$ cat src/rtl/seg_scan_ctrl.sv
// Time-multiplexed scan controller for a row of seven-segment digits.
// Host updates are staged in a pending buffer and committed only at frame end.
module seg_scan_ctrl #(
  parameter int NUM_DIGITS   = 8,
  parameter int SCAN_DIV     = 1000,
  parameter int BLINK_FRAMES = 64
) (
  input  logic                    clk,
  input  logic                    rst_n,
  input  logic                    wr_valid,
  output logic                    wr_ready,
  input  logic [4*NUM_DIGITS-1:0] wr_data,
  input  logic [NUM_DIGITS-1:0]   wr_mask,
  input  logic [NUM_DIGITS-1:0]   wr_blink,
  input  logic                    lzb_en,
  output logic [3:0]              dig_nibble,
  output logic                    dig_enable,
  output logic [NUM_DIGITS-1:0]   an_n,
  output logic                    frame_done
);

  localparam int DIV_W = (SCAN_DIV > 1)     ? $clog2(SCAN_DIV)     : 1;
  localparam int IDX_W = (NUM_DIGITS > 1)   ? $clog2(NUM_DIGITS)   : 1;
  localparam int BLK_W = (BLINK_FRAMES > 1) ? $clog2(BLINK_FRAMES) : 1;

  localparam logic [DIV_W-1:0] DIV_LAST = DIV_W'(SCAN_DIV - 1);
  localparam logic [IDX_W-1:0] IDX_LAST = IDX_W'(NUM_DIGITS - 1);
  localparam logic [BLK_W-1:0] BLK_LAST = BLK_W'(BLINK_FRAMES - 1);

  typedef struct packed {
    logic [4*NUM_DIGITS-1:0] data;
    logic [NUM_DIGITS-1:0]   mask;
    logic [NUM_DIGITS-1:0]   blink;
  } disp_t;

  logic [DIV_W-1:0] div_cnt_q, div_cnt_d;
  logic [IDX_W-1:0] idx_q, idx_d;
  logic [BLK_W-1:0] blink_cnt_q, blink_cnt_d;
  logic             blink_phase_q, blink_phase_d;
  logic             pend_vld_q, pend_vld_d;
  disp_t            shadow_q, shadow_d;
  disp_t            pend_q, pend_d;

  logic                  frame_end;
  logic                  wr_fire;
  logic [NUM_DIGITS-1:0] lead_zero;

  assign frame_end = (div_cnt_q == DIV_LAST) && (idx_q == IDX_LAST);
  assign wr_ready  = !pend_vld_q;
  assign wr_fire   = wr_valid && !pend_vld_q;

  always_comb begin
    // NOTE: every next-state signal takes its hold value first so no path can infer a latch.
    div_cnt_d     = div_cnt_q;
    idx_d         = idx_q;
    blink_cnt_d   = blink_cnt_q;
    blink_phase_d = blink_phase_q;
    pend_vld_d    = pend_vld_q;
    shadow_d      = shadow_q;
    pend_d        = pend_q;

    if (div_cnt_q == DIV_LAST) begin
      div_cnt_d = '0;
      idx_d     = (idx_q == IDX_LAST) ? '0 : idx_q + 1'b1;
    end else begin
      div_cnt_d = div_cnt_q + 1'b1;
    end

    if (frame_end) begin
      if (pend_vld_q) begin
        shadow_d   = pend_q;
        pend_vld_d = 1'b0;
      end
      if (blink_cnt_q == BLK_LAST) begin
        blink_cnt_d   = '0;
        blink_phase_d = !blink_phase_q;
      end else begin
        blink_cnt_d = blink_cnt_q + 1'b1;
      end
    end

    // A transfer needs pend_vld_q low, so it never collides with a commit.
    if (wr_fire) begin
      pend_d.data  = wr_data;
      pend_d.mask  = wr_mask;
      pend_d.blink = wr_blink;
      pend_vld_d   = 1'b1;
    end
  end

  // Digit i is a leading zero when it and every more-significant nibble are zero.
  always_comb begin
    logic zero_run;
    zero_run  = 1'b1;
    lead_zero = '0;
    for (int i = NUM_DIGITS - 1; i >= 1; i--) begin
      zero_run     = zero_run && (shadow_q.data[4*i +: 4] == 4'h0);
      lead_zero[i] = zero_run;
    end
  end

  // NOTE: the display buffers are reset along with the counters so reset always yields a blank display.
  always_ff @(posedge clk or negedge rst_n) begin
    if (!rst_n) begin
      div_cnt_q     <= '0;
      idx_q         <= '0;
      blink_cnt_q   <= '0;
      blink_phase_q <= 1'b0;
      pend_vld_q    <= 1'b0;
      shadow_q      <= '0;
      pend_q        <= '0;
    end else begin
      // NOTE: non-blocking assignments keep every register update on the same edge, order-independent.
      div_cnt_q     <= div_cnt_d;
      idx_q         <= idx_d;
      blink_cnt_q   <= blink_cnt_d;
      blink_phase_q <= blink_phase_d;
      pend_vld_q    <= pend_vld_d;
      shadow_q      <= shadow_d;
      pend_q        <= pend_d;
    end
  end

  assign frame_done = frame_end;
  assign an_n       = ~(NUM_DIGITS'(1) << idx_q);
  assign dig_nibble = shadow_q.data[4*idx_q +: 4];
  assign dig_enable = shadow_q.mask[idx_q]
                   && !(lzb_en && lead_zero[idx_q])
                   && !(shadow_q.blink[idx_q] && blink_phase_q);

endmodule

$ cat config.mk
export PLATFORM = sky130hd
export DESIGN_NAME = seg_scan_ctrl
export DESIGN_NICKNAME = d
export VERILOG_FILES = /design/src/rtl/seg_scan_ctrl.sv
export SDC_FILE = /design/constraint.sdc
export NUM_CORES = 1
export LEC_CHECK = 0
export BUFFER_PORTS_ARGS = -buffer_cell sky130_fd_sc_hd__buf_2
export CORE_MARGIN = 2
export CORE_UTILIZATION = 50
export DETAILED_ROUTE_END_ITERATION = 7
export HOLD_SLACK_MARGIN = 0.06
export PLACE_DENSITY = 0.71
export SKIP_LAST_GASP = 1
export SYNTH_ARGS = -nofsm -noshare
export SYNTH_HDL_FRONTEND = slang
export SYNTH_SLANG_ARGS = --single-unit
$ cat constraint.sdc
create_clock -name clk -period 4.7 [get_ports clk]
set_input_delay 0.235 -clock clk [delete_from_list [all_inputs] [get_ports clk]]
set_output_delay 0.235 -clock clk [all_outputs]
set_load 0.02 [all_outputs]
==> flow_metrics.py <==
metrics = {
    "detailed_routing": {
        "final_antenna_net_count": 0,
        "dr_total_vias": 3352,
        "routed_wl_um": 10700,
        "drtIter0Drc": 151,
        "drc_errors": 0,
        "viasPerCell": 5.24,
        "wl_per_cell_um": 16.7,
        "drtPass1Iterations": 4,
    },
    "grt": {
        "grt_pass1_wl_um": 17900,
        "first_global_vias": 3557,
        "grt.total_usage_pct": 21.4,
        "gr-total-overflow": 0,
        "grt_start_max_net_pins": 63,
        "antenna_found_initial": 0,
    },
    "clock_network": {
        "cts.sinks": 117,
        "clk_latency_ps": 530,
        "cts_tree": "done",
        "clock_path_buffers": 2,
        "cts_max_level": 4,
        "cts_buffers": 17,
        "cts-hold-fix-buffers": 50,
        "cts_root_buffer": "clkbuf_8",
        "cts_resized": 0,
        "clk_pin_slew_ps": 50,
        "cts_setup_buffers": 0,
    },
    "timing": {
        "max_freq_ghz": 0.305,
        "rsz0062_at_grt": "no",
        "finalSetupViolCount": 0,
        "tightest_slew_ps": 1200,
        "finalCritPeriodShare_pct": 69.6,
        "hold_viol": 0,
        "hold-worst-slack_ps": 323,
        "finClkSkew_ps": 7.24,
        "setup_tns_ps": 0,
        "drv_slew": 0,
        "finalWorstSetupSlack_ps": 1430,
        "fin_crit_ps": 3270,
        "slew_headroom_pct": 19.8,
    },
    "layout": {
        "post-route-util_pct": 66.8,
        "final_common_cell": "dfrtp_1",
        "final_cells": 640,
        "diodes": 0,
        "drive_gt1_share_pct": 40.0,
        "layout_common_cells": "dfrtp_1, mux2_2, buf_2",
        "syn_to_final_growth_pct": 29.0,
        "final_nets": 555,
    },
    "die": {
        "die_w_um": 105,
        "die-area_sq_um": 11000,
        "coreArea_sq_um": 9820,
        "rows": 36,
        "start_util_pct": 51.8,
        "die_h_um": 105,
        "ios": 67,
    },
    "critical_path": {
        "slowest_stage": "dfrtp_1",
        "rr_worst_depth": 6,
        "r2r-end": "shadow_q[42]",
        "cp.required_ps": 5110,
        "crit_fanout": 49,
        "cp.depth": 6,
        "regToRegSetupSlack_ps": 1430,
        "critPathTopFamily": "simple AND/OR/NAND/NOR gates",
        "cp_cell_sequence": "ha_1 > ha_1 > inv_1 > nor4_4 > nand2_2 > mux2_4",
        "cpMostUsedCell": "ha_1",
        "end_kind": "flop",
        "r2r_start": "idx_q[0]",
        "start_kind": "flop",
        "crit_buf_inv": 1,
        "startpoint": "idx_q[0]",
        "critPathArrivalTime_ps": 3680,
        "endpoint": "shadow_q[42]",
        "crit_type": "flop to flop",
        "slowest_delay_ps": 810,
    },
    "yosys": {
        "avgSynthCellArea_sq_um": 13.6,
        "syn_inst": 373,
        "yosysSeqAreaShare_pct": 57.6,
        "synth_top_area_share_pct": 57.6,
        "synthTopCellsByArea": "dfrtp_1, mux2_2, mux4_2",
        "ys_warn_count": 0,
        "synth_nets": 433,
        "synth.distinct_cells": 37,
        "netlist.top_cell.by_area": "dfrtp_1",
        "ys_ff_latch": 117,
        "synth_area_sq_um": 5090,
    },
    "run": {
        "drv_cap": 0,
    },
    "placement": {
        "dp_cells": 559,
        "dp_hpwl_um": 6660,
        "gp_congestion": 0.865,
        "port-buffer-count": 66,
        "pre_cts_ws_ps": 1410,
    },
    "power_and_ir_drop": {
        "leakage_uw": 0.00315,
        "power_density_nw_per_um2": 358,
        "ir_worst_vdd_mv": 0.292,
    },
    "min_path": {
        "hold_class": "primary input to async pin",
    },
    "run_status": {
        "status": "complete, no violations",
    },
}
==> worst min path at each step <==
stage | startpoint | end | slack (ps) | cells after the start
floorplan | rst_n | blink_cnt_q[0] | -60 | 0
finish | rst_n | pend_q[15] | 320 | 2
global route | rst_n | pend_q[15] | 390 | 2
CTS | rst_n | pend_q[7] | 350 | 2
global placement | rst_n | pend_q[7] | 350 | 1
detailed placement | rst_n | pend_q[15] | 360 | 1
==> cells by family after synthesis <==
kind of cell               share of synthesized area [%]
adders and majority gates                           1.97
buffers and inverters                               1.99
AOI/OAI and AO/OA                                   2.78
xor gates and xnor gates                            1.55
muxes                                               25.7
and+or+nand+nor                                     8.49
DFF                                                 57.6
==> metrics by stage <==
step	power (uW)	instance area, sq um
floorplan	1140	5090
global placement	1200	5540
detailed placement	1210	5540
CTS	2380	6560
global route	2450	6560
finish	2350	6560
==> layer usage <==
metal	track usage, %	up-vias	share of wire (%)
li1	-	1579	-
met3	8.11	16	5.4
met2	33.0	90	48
met5	0	-	0
met4	8.67	0	1.6
met1	27.2	1667	45
==> state kept, by name, indices dropped and copies added (netlist names) <==
| register | count |
|---|---|
| div_cnt_q | 10 |
| pend_q | 48 |
| pend_vld_q | 1 |
| blink_cnt_q | 6 |
| blink_phase_q | 1 |
| idx_q | 3 |
| shadow_q | 48 |
==> where the power goes <==
part | internal (uW) | leakage, uW | switching, uW
Combinational | 81.8 | 0.00137 | 43.8
Clock | 710 | 0.000262 | 419
Sequential | 1060 | 0.00152 | 32.6
==> synthesized netlist by cell type, drive strengths merged <==
| master | number |
|---|---|
| and3 | 4 |
| mux2 | 96 |
| xor2 | 5 |
| a21oi | 4 |
| ha | 8 |
| nand4b | 1 |
| a31oi | 1 |
| nor2 | 9 |
| nand4 | 2 |
| dfrtp | 117 |
| xnor2 | 4 |
| nand3 | 12 |
| o21a | 1 |
| o31ai | 1 |
| clkinv | 1 |
| a32o | 1 |
| or3b | 1 |
| o21ai | 13 |
| inv | 5 |
| a21o | 1 |
| clkbuf | 5 |
| mux2i | 1 |
| nor3 | 3 |
| nor2b | 3 |
| o311a | 1 |
| and4 | 1 |
| or3 | 1 |
| nand2 | 42 |
| a211oi | 1 |
| buf | 11 |
| mux4 | 8 |
| nor4 | 9 |
==> layout make-up <==
cell class	instances	area, sq um
tap	133	166
multi-input combinational	234	2060
inverter	6	22.5
sequential	117	2930
clock inverter	4	20.0
clock buffer	27	502
timing repair buffer	119	856
fill	734	3260
No activity file was read; power rests on OpenSTA's default activity.
